===== src/rtl/dat_lane_ctrl.sv =====
// rtl/dat_lane_ctrl.sv - SD host DAT-line transfer controller
//
// Sequences single, counted multi-block and open-ended multi-block transfers
// between the host register block, the DAT serializer/deserializer wrapper,
// the DAT pad and the data FIFO.
//
// Optional feature macro: DAT_CRC_STATUS_CHECK_EN
//   defined   - write CRC-status token must be 3'b010, anything else ends the
//               transfer with crc_error set
//   undefined - the CRC-status token is ignored and crc_error stays 0
//
// Ports:
//   sd_clock, reset          clock, asynchronous active-high reset
//   strobe_in/ack_in/abort_in host request, completion ack, abort
//   write_read, multiple, blocks, timeout_reg  transfer setup (latched on start)
//   serial_ready, complete, ack_out            host handshake
//   data_timeout, crc_error, aborted           sticky status flags
//   blocks_done                                blocks finished this transfer
//   transmission_complete, reception_complete, crc_status, busy_in, data_read
//                                              wrapper / pad status inputs
//   reset_wrapper, load_send, enable_pts_wrapper, enable_stp_wrapper
//                                              wrapper controls
//   pad_state, pad_enable                      DAT pad direction / enable
//   fifo_empty, fifo_full, fifo_rd_en, fifo_wr_en, data_to_fifo
//                                              data FIFO side
module dat_lane_ctrl #(
  parameter int DATA_W      = 32,
  parameter int BLOCK_CNT_W = 8,
  parameter int TIMEOUT_W   = 16
) (
  input  logic                   sd_clock,
  input  logic                   reset,
  input  logic                   strobe_in,
  input  logic                   ack_in,
  input  logic                   abort_in,
  input  logic                   write_read,
  input  logic                   multiple,
  input  logic [BLOCK_CNT_W-1:0] blocks,
  input  logic [TIMEOUT_W-1:0]   timeout_reg,
  output logic                   serial_ready,
  output logic                   complete,
  output logic                   ack_out,
  output logic                   data_timeout,
  output logic                   crc_error,
  output logic                   aborted,
  output logic [BLOCK_CNT_W-1:0] blocks_done,
  input  logic                   transmission_complete,
  input  logic                   reception_complete,
  input  logic [2:0]             crc_status,
  input  logic                   busy_in,
  input  logic [DATA_W-1:0]      data_read,
  output logic                   reset_wrapper,
  output logic                   load_send,
  output logic                   enable_pts_wrapper,
  output logic                   enable_stp_wrapper,
  output logic                   pad_state,
  output logic                   pad_enable,
  input  logic                   fifo_empty,
  input  logic                   fifo_full,
  output logic                   fifo_rd_en,
  output logic                   fifo_wr_en,
  output logic [DATA_W-1:0]      data_to_fifo
);

  typedef enum logic [3:0] {
    ST_RST, ST_IDLE, ST_LOAD, ST_SEND, ST_WAIT_STATUS, ST_WAIT_BUSY,
    ST_READ, ST_READ_STORE, ST_READ_REARM, ST_DONE
  } state_t;

  localparam logic [BLOCK_CNT_W-1:0] BLK_ONE = 1;
  localparam logic [TIMEOUT_W-1:0]   TMO_ONE = 1;

  state_t                 state, state_next;
  logic                   multiple_q;
  logic [BLOCK_CNT_W-1:0] blocks_q;
  logic [TIMEOUT_W-1:0]   timeout_q, tmo_cnt;
  logic                   abort_pend;

  logic start, set_tmo, set_crc, set_abort, inc_blk, cap_data, pend_abort;
  logic last_blk, tmo_hit, crc_bad, timed_state, tmo_clr;

  // blocks == 0 with multiple set never matches: open-ended transfers only end on abort.
  assign last_blk = !multiple_q || ((blocks_q != '0) && ((blocks_done + BLK_ONE) == blocks_q));
  // Fires on the timeout_reg-th cycle spent in a timed state.
  assign tmo_hit  = (timeout_q != '0) && ((tmo_cnt + TMO_ONE) == timeout_q);

`ifdef DAT_CRC_STATUS_CHECK_EN
  assign crc_bad = (crc_status != 3'b010);
`else
  // Status token is not inspected in this build.
  logic unused_crc_status;
  assign unused_crc_status = ^crc_status;
  assign crc_bad = 1'b0;
`endif

  always_ff @(posedge sd_clock or posedge reset) begin
    if (reset) state <= ST_RST;
    else       state <= state_next;
  end

  always_comb begin
    state_next = state;
    serial_ready = 1'b0; complete = 1'b0; ack_out = 1'b0;
    reset_wrapper = 1'b0; load_send = 1'b0;
    enable_pts_wrapper = 1'b0; enable_stp_wrapper = 1'b0;
    pad_state = 1'b0; pad_enable = 1'b0;
    fifo_rd_en = 1'b0; fifo_wr_en = 1'b0;
    start = 1'b0; set_tmo = 1'b0; set_crc = 1'b0; set_abort = 1'b0;
    inc_blk = 1'b0; cap_data = 1'b0; pend_abort = 1'b0;
    case (state)
      ST_RST: state_next = ST_IDLE;
      ST_IDLE: begin
        serial_ready = 1'b1; reset_wrapper = 1'b1;
        if (strobe_in) begin
          start = 1'b1;
          state_next = write_read ? ST_LOAD : ST_READ;
        end
      end
      ST_LOAD: begin
        pad_state = 1'b1; pad_enable = 1'b1; enable_pts_wrapper = 1'b1;
        if (abort_in) begin
          set_abort = 1'b1; state_next = ST_DONE;
        end else if (!fifo_empty) begin
          fifo_rd_en = 1'b1; state_next = ST_SEND;
        end
      end
      ST_SEND: begin
        load_send = 1'b1; enable_pts_wrapper = 1'b1; pad_state = 1'b1; pad_enable = 1'b1;
        if (abort_in) begin
          set_abort = 1'b1; state_next = ST_DONE;
        end else if (transmission_complete) state_next = ST_WAIT_STATUS;
      end
      ST_WAIT_STATUS: begin
        pad_enable = 1'b1; enable_stp_wrapper = 1'b1;
        if (abort_in) begin
          set_abort = 1'b1; state_next = ST_DONE;
        end else if (tmo_hit) begin
          set_tmo = 1'b1; state_next = ST_DONE;
        end else if (reception_complete) begin
          if (crc_bad) begin
            set_crc = 1'b1; state_next = ST_DONE;
          end else state_next = ST_WAIT_BUSY;
        end
      end
      ST_WAIT_BUSY: begin
        // The card owns DAT0 while busy; an abort is remembered and acted on at release.
        if (busy_in) begin
          pend_abort = abort_in;
          if (tmo_hit) begin
            set_tmo = 1'b1; state_next = ST_DONE;
          end
        end else begin
          inc_blk = 1'b1;
          if (abort_in || abort_pend) begin
            set_abort = 1'b1; state_next = ST_DONE;
          end else state_next = last_blk ? ST_DONE : ST_LOAD;
        end
      end
      ST_READ: begin
        pad_enable = 1'b1; enable_stp_wrapper = 1'b1;
        if (abort_in) begin
          set_abort = 1'b1; state_next = ST_DONE;
        end else if (tmo_hit) begin
          set_tmo = 1'b1; state_next = ST_DONE;
        end else if (reception_complete) begin
          cap_data = 1'b1; state_next = ST_READ_STORE;
        end
      end
      ST_READ_STORE: begin
        if (abort_in) begin
          set_abort = 1'b1; state_next = ST_DONE;
        end else if (!fifo_full) begin
          fifo_wr_en = 1'b1; inc_blk = 1'b1;
          state_next = last_blk ? ST_DONE : ST_READ_REARM;
        end
      end
      ST_READ_REARM: begin
        reset_wrapper = 1'b1;
        if (abort_in) begin
          set_abort = 1'b1; state_next = ST_DONE;
        end else state_next = ST_READ;
      end
      ST_DONE: begin
        complete = 1'b1; ack_out = ack_in;
        if (ack_in) state_next = ST_IDLE;
      end
      default: state_next = ST_IDLE;
    endcase
  end

  assign timed_state = (state == ST_WAIT_STATUS) || (state == ST_WAIT_BUSY) || (state == ST_READ);
  assign tmo_clr = (state_next != state) &&
                   ((state_next == ST_WAIT_STATUS) || (state_next == ST_WAIT_BUSY) ||
                    (state_next == ST_READ));

  always_ff @(posedge sd_clock or posedge reset) begin
    if (reset) begin
      multiple_q <= 1'b0; blocks_q <= '0; timeout_q <= '0; tmo_cnt <= '0;
      abort_pend <= 1'b0; data_timeout <= 1'b0; crc_error <= 1'b0; aborted <= 1'b0;
      blocks_done <= '0; data_to_fifo <= '0;
    end else begin
      if (start) begin
        multiple_q <= multiple; blocks_q <= blocks; timeout_q <= timeout_reg;
        abort_pend <= 1'b0; data_timeout <= 1'b0; crc_error <= 1'b0; aborted <= 1'b0;
        blocks_done <= '0;
      end
      if (set_tmo)    data_timeout <= 1'b1;
      if (set_crc)    crc_error <= 1'b1;
      if (set_abort)  aborted <= 1'b1;
      if (pend_abort) abort_pend <= 1'b1;
      if (inc_blk && (blocks_done != '1)) blocks_done <= blocks_done + BLK_ONE;
      if (cap_data)   data_to_fifo <= data_read;
      if (tmo_clr)          tmo_cnt <= '0;
      else if (timed_state) tmo_cnt <= tmo_cnt + TMO_ONE;
    end
  end

endmodule

===== config.mk =====
export PLATFORM = sky130hd
export DESIGN_NAME = dat_lane_ctrl
export DESIGN_NICKNAME = d
export VERILOG_FILES = /design/src/rtl/dat_lane_ctrl.sv
export SDC_FILE = /design/constraint.sdc
export NUM_CORES = 1
export LEC_CHECK = 0
export ABC_AREA = 1
export BUFFER_PORTS_ARGS = -buffer_cell sky130_fd_sc_hd__clkbuf_2
export CAP_MARGIN = 10
export CORE_MARGIN = 1.5
export CORE_UTILIZATION = 58
export DETAILED_ROUTE_END_ITERATION = 8
export PLACE_DENSITY_LB_ADDON = 0.25
export SYNTH_ARGS = -nofsm -noshare
export SYNTH_HDL_FRONTEND = slang
export SYNTH_SLANG_ARGS = --single-unit

===== constraint.sdc =====
create_clock -name sd_clock -period 8.9 [get_ports sd_clock]
set_clock_uncertainty 0.15 [all_clocks]
set_input_delay 1.78 -clock sd_clock [delete_from_list [all_inputs] [get_ports sd_clock]]
set_output_delay 1.78 -clock sd_clock [all_outputs]
set_load 0.02 [all_outputs]

; After elaboration in Yosys (flattened, before gate mapping)
; Cells that the tools add are included.
[totals]
reg_bits = 88
output_inout_bits = 54
inputBits = 71
word_cells = 113
[op_classes]
n_mux = 62
addsub = 2
eq_ne = 16
n_reduce_logical = 23
[op_table]
columns = operator, n
row1 = two-way mux 4 bit, 19
row2 = case mux 4 bit (9 select lines), 1
row3 = two-way mux 1 bit, 34
row4 = two-way mux 16 bit, 2
row5 = "== test 4 x 3 -> 1 bit, second input constant", 7
row6 = "adder 16 x 1 -> 16 bit, second input constant", 1
row7 = == test 16 bit, 1
row8 = two-way mux 8 bit, 2
row9 = nonzero test 16 bit, 1
row10 = nonzero test 2 bit, 5
row11 = "adder 8 x 1 -> 8 bit, second input constant", 1
row12 = "== test 4 x 2 -> 1 bit, second input constant", 2
row13 = "== test 4 bit, second input constant", 2
row14 = == test 8 bit, 1
row15 = "!= test 8 bit, second input constant", 1
row16 = nonzero test 8 bit, 1
row17 = logical OR 1 bit, 6
row18 = case mux 1 bit (2 select lines), 3
row19 = OR reduction 2 bit, 3
row20 = OR reduction 6 bit, 1
row21 = "== test 4 x 1 -> 1 bit, second input constant", 1
row22 = logical AND 1 bit, 4
row23 = != test 4 bit, 1
row24 = OR reduction 4 bit, 1
row25 = 2 further kinds, 2

; Longest topological paths before layout
; Gate-level depths: netlist of the first run.
[logic_depth]
ltp_word = 13
mapped_depth = 21
depth_no_buf = 20

; Worst setup path before layout of the first run
; OpenSTA, ideal clock, no wires.
[synth_path]
kind = input -> output
from = in abort_in
to = out fifo_wr_en
path_slack_ns = 4.453
t_arrival_ns = 2.517
path_stages = 4
cell_sequence = inv_1 clkbuf_1 nand2_1 nor2_1
[synth_via]
elab_chain_cells = 2
[synth_lines]
columns = item, line
row1 = start: declaration, 35  ; input logic abort_in,
row2 = two-way mux 1 bit, 170  ; if (abort_in) begin
row3 = two-way mux 1 bit, 110  ; case (state)
row4 = end: declaration, 61  ; output logic fifo_wr_en,
; Every way passes these cells.

; Final worst setup path of the first run
; Same ends and word-level chain as after synthesis.

==> run summary, run 1 <==
Yosys top cell by area = dfrtp_1
Slew Limit Fails = 0
share of post-route cells with drive strength above 1 = 26.6%
clock sinks = 88
Seq/Total Area, Yosys = 44.4%
GP Congestion = 0.914
CP Cell Sequence = clkbuf_2, inv_1, nand2_1, nor2_1, clkbuf_2
dpl hpwl = 8840 µm
Root Driver = clkbuf_8
via count = 4619
Worst Path Required = 6.97 ns
average cell area after synthesis = 7.78 µm²
vias in the first global route = 4299
dominant cells by area after synthesis = dfrtp_1 (44%), nand2_1 (14%), mux2_2 (7.3%)
Hold Crit Start = data_timeout
Layout area overhead = 17.3%
EDFF count, synth = 0
crit end category = output port
register-to-register setup slack = 5.54 ns
DR WL/cell = 13.7 µm
overall power = 1.95 mW
Layout fillers = 713
CTS Buffer Depth = 2
clk_lat worst skew = 0.37 ns
FF/Latch Area = 2200 µm²
# diodes = 0
Hold Worst Slack = 0.353 ns
first-pass GRT wire length = 19100 µm
Post-CTS Setup Bufs = 0
most common cell in the netlist = nand2_1
Yosys top cell area share = 44.4%
P_leak = 3.12 nW
Synth Warn # = 0
Max Cap Violations = 0
r2r worst-path depth = 13
Syn Inst Count = 637
full die area = 9110 µm²
top post-synthesis cells by count = nand2_1 (180), dfrtp_1 (88), inv_1 (79)
total gr overflow = 0
Initial Utilization = 60.0%
drt total wl = 11800 µm
setup TNS = 0 ns
reg2reg start = state[0]
number of remaining DRC errors = 0
VDD IR-drop max = 0.201 mV
period utilisation layout = 51.4%
total CTS buffers = 9
Post-CTS Resized = 0
Multi-input gate area = 2360 µm²
H-tree Lvls = 3
post-synthesis instance area = 4960 µm²
synth unique cells = 35
# rows = 33
Top FF cell, synth = dfrtp_1
# hold bufs at CTS = 0
I/O pin count = 125
Post-synth ARST share = 100%
Crit Path Max Fanout = 11
Vias/cell = 5.35
#FFs+latches synth = 88
WHS Endpoint = data_timeout
largest net degree at the start of global routing = 89
nets = 827
hold path cells = 2
TritonRoute pass-1 iters = 5
PD cells = 335 nW/µm²
RSZ-0062 raised after global routing = no
final hold viol count = 0
Detail Route Antenna Nets = 0
max incr delay on CP = 0.27 ns
R2R Path End = tmo_cnt[9]
Crit Path Class = in -> out
Reg clk slew, reported paths = 0.08 ns
Startpoint Class = input pin
Mapped Nets = 710
Total GRT Usage = 27.1%
slowest CP cell = inv_1
worst slew pin tran = 1.09 ns
Max Fclk = 219 MHz
Critical Path Most Common Cell = clkbuf_2
status = complete, no violations
# setup viols final = 0
antenna violations before repair = 0
CP arrival = 2.64 ns
Max-slew headroom = 27.2%
PortBufs = 120
DR iter-0 viols = 228
core area = 8260 µm²
min Tclk post-route = 4.57 ns
HP Class = reg -> reg
die width = 95.4 µm
Die Height = 95.4 µm
CTS tree = done
[critical path: cells and delay by family]
family	cells	cell delay, ns
AND/OR/NAND/NOR	2	0.28
buffers and inverters	3	0.59
[flip-flops by register name (all words and copies together), names as in the netlist]
register,cells
blocks_done,8
multiple_q,1
state,4
blocks_q,8
aborted,1
abort_pend,1
data_to_fifo,32
data_timeout,1
tmo_cnt,16
timeout_q,16
[placed cells by master, fill, tap and decap left out, types with 2 or more instances in the layout]
master	instances
mux2_2	32
clkinv_2	2
clkbuf_8	9
a21oi_1	6
buf_4	2
o21ai_0	47
nor3_1	2
clkbuf_2	120
xor2_1	3
o22ai_1	7
nand3_1	52
nand2_1	180
clkinv_4	2
nand3_2	4
nor2_1	60
xnor2_1	2
o21bai_1	2
inv_1	78
nor2_4	8
nor2_2	12
nand2_2	5
dfrtp_1	88
nand4_1	14
o211ai_1	5
ha_1	2
[logic make-up (layout without fill, tap and decap cells)]
| family | Yosys count | in the layout | share of synthesized area [%] |
|---|---|---|---|
| muxes | 32 | 32 | 7.27 |
| and+or+nand+nor | 342 | 342 | 31.2 |
| AOI/OAI and AO/OA | 70 | 70 | 7.75 |
| xor gates and xnor gates | 5 | 5 | 0.884 |
| adders and majority gates | 2 | 2 | 0.505 |
| buffers and inverters | 97 | 219 | 7.90 |
| DFF | 88 | 88 | 44.4 |
| other | 1 | 1 | 0.0757 |
[worst max-delay path by stage]
stage,from,endpoint,slack [ns]
detailed placement,abort_in,fifo_wr_en,4.33
global placement,abort_in,fifo_wr_en,4.33
global route,abort_in,fifo_wr_en,4.23
floorplan,abort_in,fifo_wr_en,4.45
finish,abort_in,fifo_wr_en,4.33
CTS,abort_in,fifo_wr_en,4.31
[stage by stage]
step	setup WS (ns)	area, µm²	utilization [%]	cells
3_5_place_dp	4.33	5620	68.0	848
4_1_cts	4.31	5810	70.4	864
6_report	4.33	5810	70.4	864
2_1_floorplan	4.45	4960	-	637
5_1_grt	4.23	5810	70.4	864
3_3_place_gp	4.33	5620	68.0	848
[report_power, final]
| group | leakage, nW | internal (mW) | switching [mW] |
|---|---|---|---|
| Combinational | 1.89 | 0.345 | 0.602 |
| Sequential | 1.14 | 0.575 | 0.141 |
| Clock | 0.0968 | 0.131 | 0.152 |
[area by class of cell]
| cell class | instances | area share, % |
|---|---|---|
| clock inverters | 6 | 1.18 |
| well taps | 105 | 2.26 |
| clock buffers | 10 | 2.20 |
| inverters | 81 | 5.25 |
| flip-flops and latches | 88 | 37.9 |
| multi-input cells | 452 | 40.6 |
| repair buffers | 122 | 10.6 |
[layer usage]
metal  wire length [µm]  track usage (%)  up-vias
met2               5980             45.9      157
met3                810             6.54       20
met5                  0                0        -
li1                   -                -     2275
met1               4850             33.8     2167
met4                195             9.68        0
No activity file was read; power rests on OpenSTA's default activity.
==> run 2: changes to the inputs <==
--- a/config.mk
+++ b/config.mk
@@ -9,7 +9,7 @@
 export BUFFER_PORTS_ARGS = -buffer_cell sky130_fd_sc_hd__clkbuf_2
 export CAP_MARGIN = 10
 export CORE_MARGIN = 1.5
-export CORE_UTILIZATION = 58
+export CORE_UTILIZATION = 54
 export DETAILED_ROUTE_END_ITERATION = 8
 export PLACE_DENSITY_LB_ADDON = 0.25
 export SYNTH_ARGS = -nofsm -noshare
==> constraint.sdc (replaced) <==
create_clock -name sd_clock -period 4.65 [get_ports sd_clock]
set_clock_uncertainty 0.15 [all_clocks]
set_input_delay 0.93 -clock sd_clock [delete_from_list [all_inputs] [get_ports sd_clock]]
set_output_delay 0.93 -clock sd_clock [all_outputs]
set_load 0.02 [all_outputs]
==> run 2 against run 1 <==
Utilization is 4.1 points lower. Register-to-register slack worse by 4.2 ns. Critical endpoint is now tmo_cnt[14]. Worst setup slack worse by 3.0 ns. Cell area is 0.45% higher. Total power is 92% higher. Clock-buffer cell count stayed put. Critical path depth is 13 higher. Sequential cell count stayed put. Clock power is 97% higher.
==> run summary, run 2 (same netlist as run 1, synthesis figures left out) <==
H-tree Lvls = 3 (unchanged)
CTS tree = done
non-filler cells, final = 869 (+0.58%)
dpl cells = 853 (+0.59%)
# hold bufs at CTS = 0 (unchanged)
P_leak = 3.14 nW (+0.66%)
antenna violations before repair = 0 (unchanged)
vias in the first global route = 4697 (+9.3%)
dpl hpwl = 8940 µm (+1.1%)
Reg clk slew, reported paths = 0.09 ns (about the same)
biggest registers after layout = data_to_fifo: 32 flops, timeout_q: 16 flops, tmo_cnt: 16 flops
core area = 8810 µm² (+6.6%)
Total GRT Usage = 26.0% (-1.2 points)
Psw = 1.70 mW (+91%)
overall power = 3.74 mW (+92%)
nets = 829 (+0.24%)
setup TNS = 0 ns (unchanged)
Layout area overhead = 17.8%
Max-slew headroom = 32.0% (+4.8 points)
Worst Path Required = 4.73 ns (-2.24 ns)
largest net degree at the start of global routing = 62 (-30%)
PortBufs = 120 (unchanged)
I/O pin count = 125 (unchanged)
register-to-register setup slack = 1.35 ns (-4.19 ns)
drt total wl = 11900 µm (+0.71%)
most frequent cells in the layout = nand2_1 (180), clkbuf_2 (120), dfrtp_1 (88), inv_1 (78), nor2_1 (60)
Setup Slack @ Placement = 1.39 ns (-2.94 ns)
most common cell after layout, fill and taps aside = nand2_1
Crit Path Max Fanout = 16 (+5)
DR WL/cell = 13.7 µm (+0.13%)
Max Fclk = 303 MHz
Gate power share = 48.3% (-0.3 points)
min Tclk post-route = 3.30 ns
clock sinks = 88 (unchanged)
CTS Buffer Depth = 2 (unchanged)
status = complete, no violations
Max Cap Violations = 0 (unchanged)
first-pass GRT wire length = 20600 µm (+8.0%)
Largest register FFs = 32 (unchanged)
total gr overflow = 0 (unchanged)
share of post-route cells with drive strength above 1 = 26.9% (+0.32 points)
final hold viol count = 0 (unchanged)
Initial Utilization = 56.3% (-3.7 points)
Clk pwr share = 14.9% (+0.3 points)
Critical Path Most Common Cell = nor2_1
period utilisation layout = 71.0%
fin worst setup slack = 1.35 ns (-2.98 ns)
TritonRoute pass-1 iters = 4 (-1)
clk_lat worst skew = 0.36 ns (about the same)
Layout fillers = 711 (-0.28%)
Startpoint Class = flop
# setup viols final = 0 (unchanged)
slowest CP cell = nor2_4
HP Class = reg -> reg
Post-CTS Resized = 0 (unchanged)
total CTS buffers = 9 (unchanged)
VDD IR-drop max = 0.391 mV (+94%)
Slew Limit Fails = 0 (unchanged)
sw frac = 45.6% (-0.37 points)
Post-CTS Setup Bufs = 0 (unchanged)
Detail Route Antenna Nets = 0 (unchanged)
GP Congestion = 0.950 (+3.9%)
Vias/cell = 5.28 (-1.2%)
Die Height = 98.8 µm (+3.5%)
Int Pwr = 2.03 mW (+93%)
die width = 98.8 µm (+3.5%)
Crit Path Class = reg -> reg
RSZ-0062 raised after global routing = no
PD cells = 640 nW/µm² (+91%)
max incr delay on CP = 0.51 ns (+0.24 ns)
CP arrival = 3.38 ns (+0.74 ns)
worst slew pin tran = 1.02 ns (-0.0739 ns)
full die area = 9760 µm² (+7.2%)
crit end category = flop
Seq pwr share = 36.8% (about the same)
Root Driver = clkbuf_8
# diodes = 0 (unchanged)
CP Cell Sequence = ha_1, nand3_2, nor2_1, nand2_1, nand3_1, nand3_1, nor2_1, nand2_1, nor2_2, nand3_4, nand2_2, nand2_2, xor2_1, clkinv_1, nand3_2, nor2_2, nor2_4, nor2_1
number of remaining DRC errors = 0 (unchanged)
Biggest register = data_to_fifo
# rows = 34 (+3.0%)
DR iter-0 viols = 290 (+27%)
via count = 4591 (-0.61%)
## run 2: per-layer routing
metal	global-route usage (%)	up-vias	part of all wire [%]
met5	0	-	0
met4	9.45	0	2.0
met3	7.94	20	7.2
met2	45.9	151	49
met1	29.7	2133	42
li1	-	2287	-
## run 2: power groups by stage
| stage | logic, mW | clock network [mW] | registers, mW |
|---|---|---|---|
| floorplan | 1.21 | 0 | 1.50 |
| CTS | 1.81 | 0.566 | 1.37 |
| global route | 2.04 | 0.591 | 1.42 |
| finish | 1.80 | 0.558 | 1.38 |
| detailed placement | 1.81 | 0 | 1.38 |
| global placement | 1.76 | 0 | 1.37 |
## run 2: per-stage QoR
stage	util (%)	hold WS, ns	instance area [µm²]
floorplan	-	0.335	4960
global placement	64.0	0.333	5640
detailed placement	64.0	0.342	5640
CTS	66.3	0.364	5840
global route	66.3	0.383	5840
finish	66.3	0.363	5840
## run 2: critical path, delay by kind of cell, from the launching register on
family,cells,cell delay [ns]
simple gates,15,2.02
fa+ha+maj,1,0.28
flops,1,0.48
buf+inv,1,0.10
xor+xnor,1,0.15
## run 2: final cells by class
cell class / count / area (µm²) / share of cell area, %
multi-input combinational: 452 / 2360 / 40.5
sequential: 88 / 2200 / 37.7
clock buffer: 10 / 138 / 2.36
timing repair buffer: 124 / 631 / 10.8
inverter: 81 / 305 / 5.23
clock inverter: 6 / 66.3 / 1.14
tap: 108 / 135 / 2.31
## run 2: path summary, 6_finish.rpt
| kind | startpoint | endpoint | cells after the start |
|---|---|---|---|
| setup / recovery | tmo_cnt[0] | tmo_cnt[14] | 18 |
| hold / removal | data_timeout | data_timeout | 2 |
| setup reg to reg | tmo_cnt[0] | tmo_cnt[14] | 18 |
| hold reg to reg | data_timeout | data_timeout | 2 |
| max in group asynchronous | reset | multiple_q | 3 |
| min in group asynchronous | reset | data_to_fifo[18] | 2 |
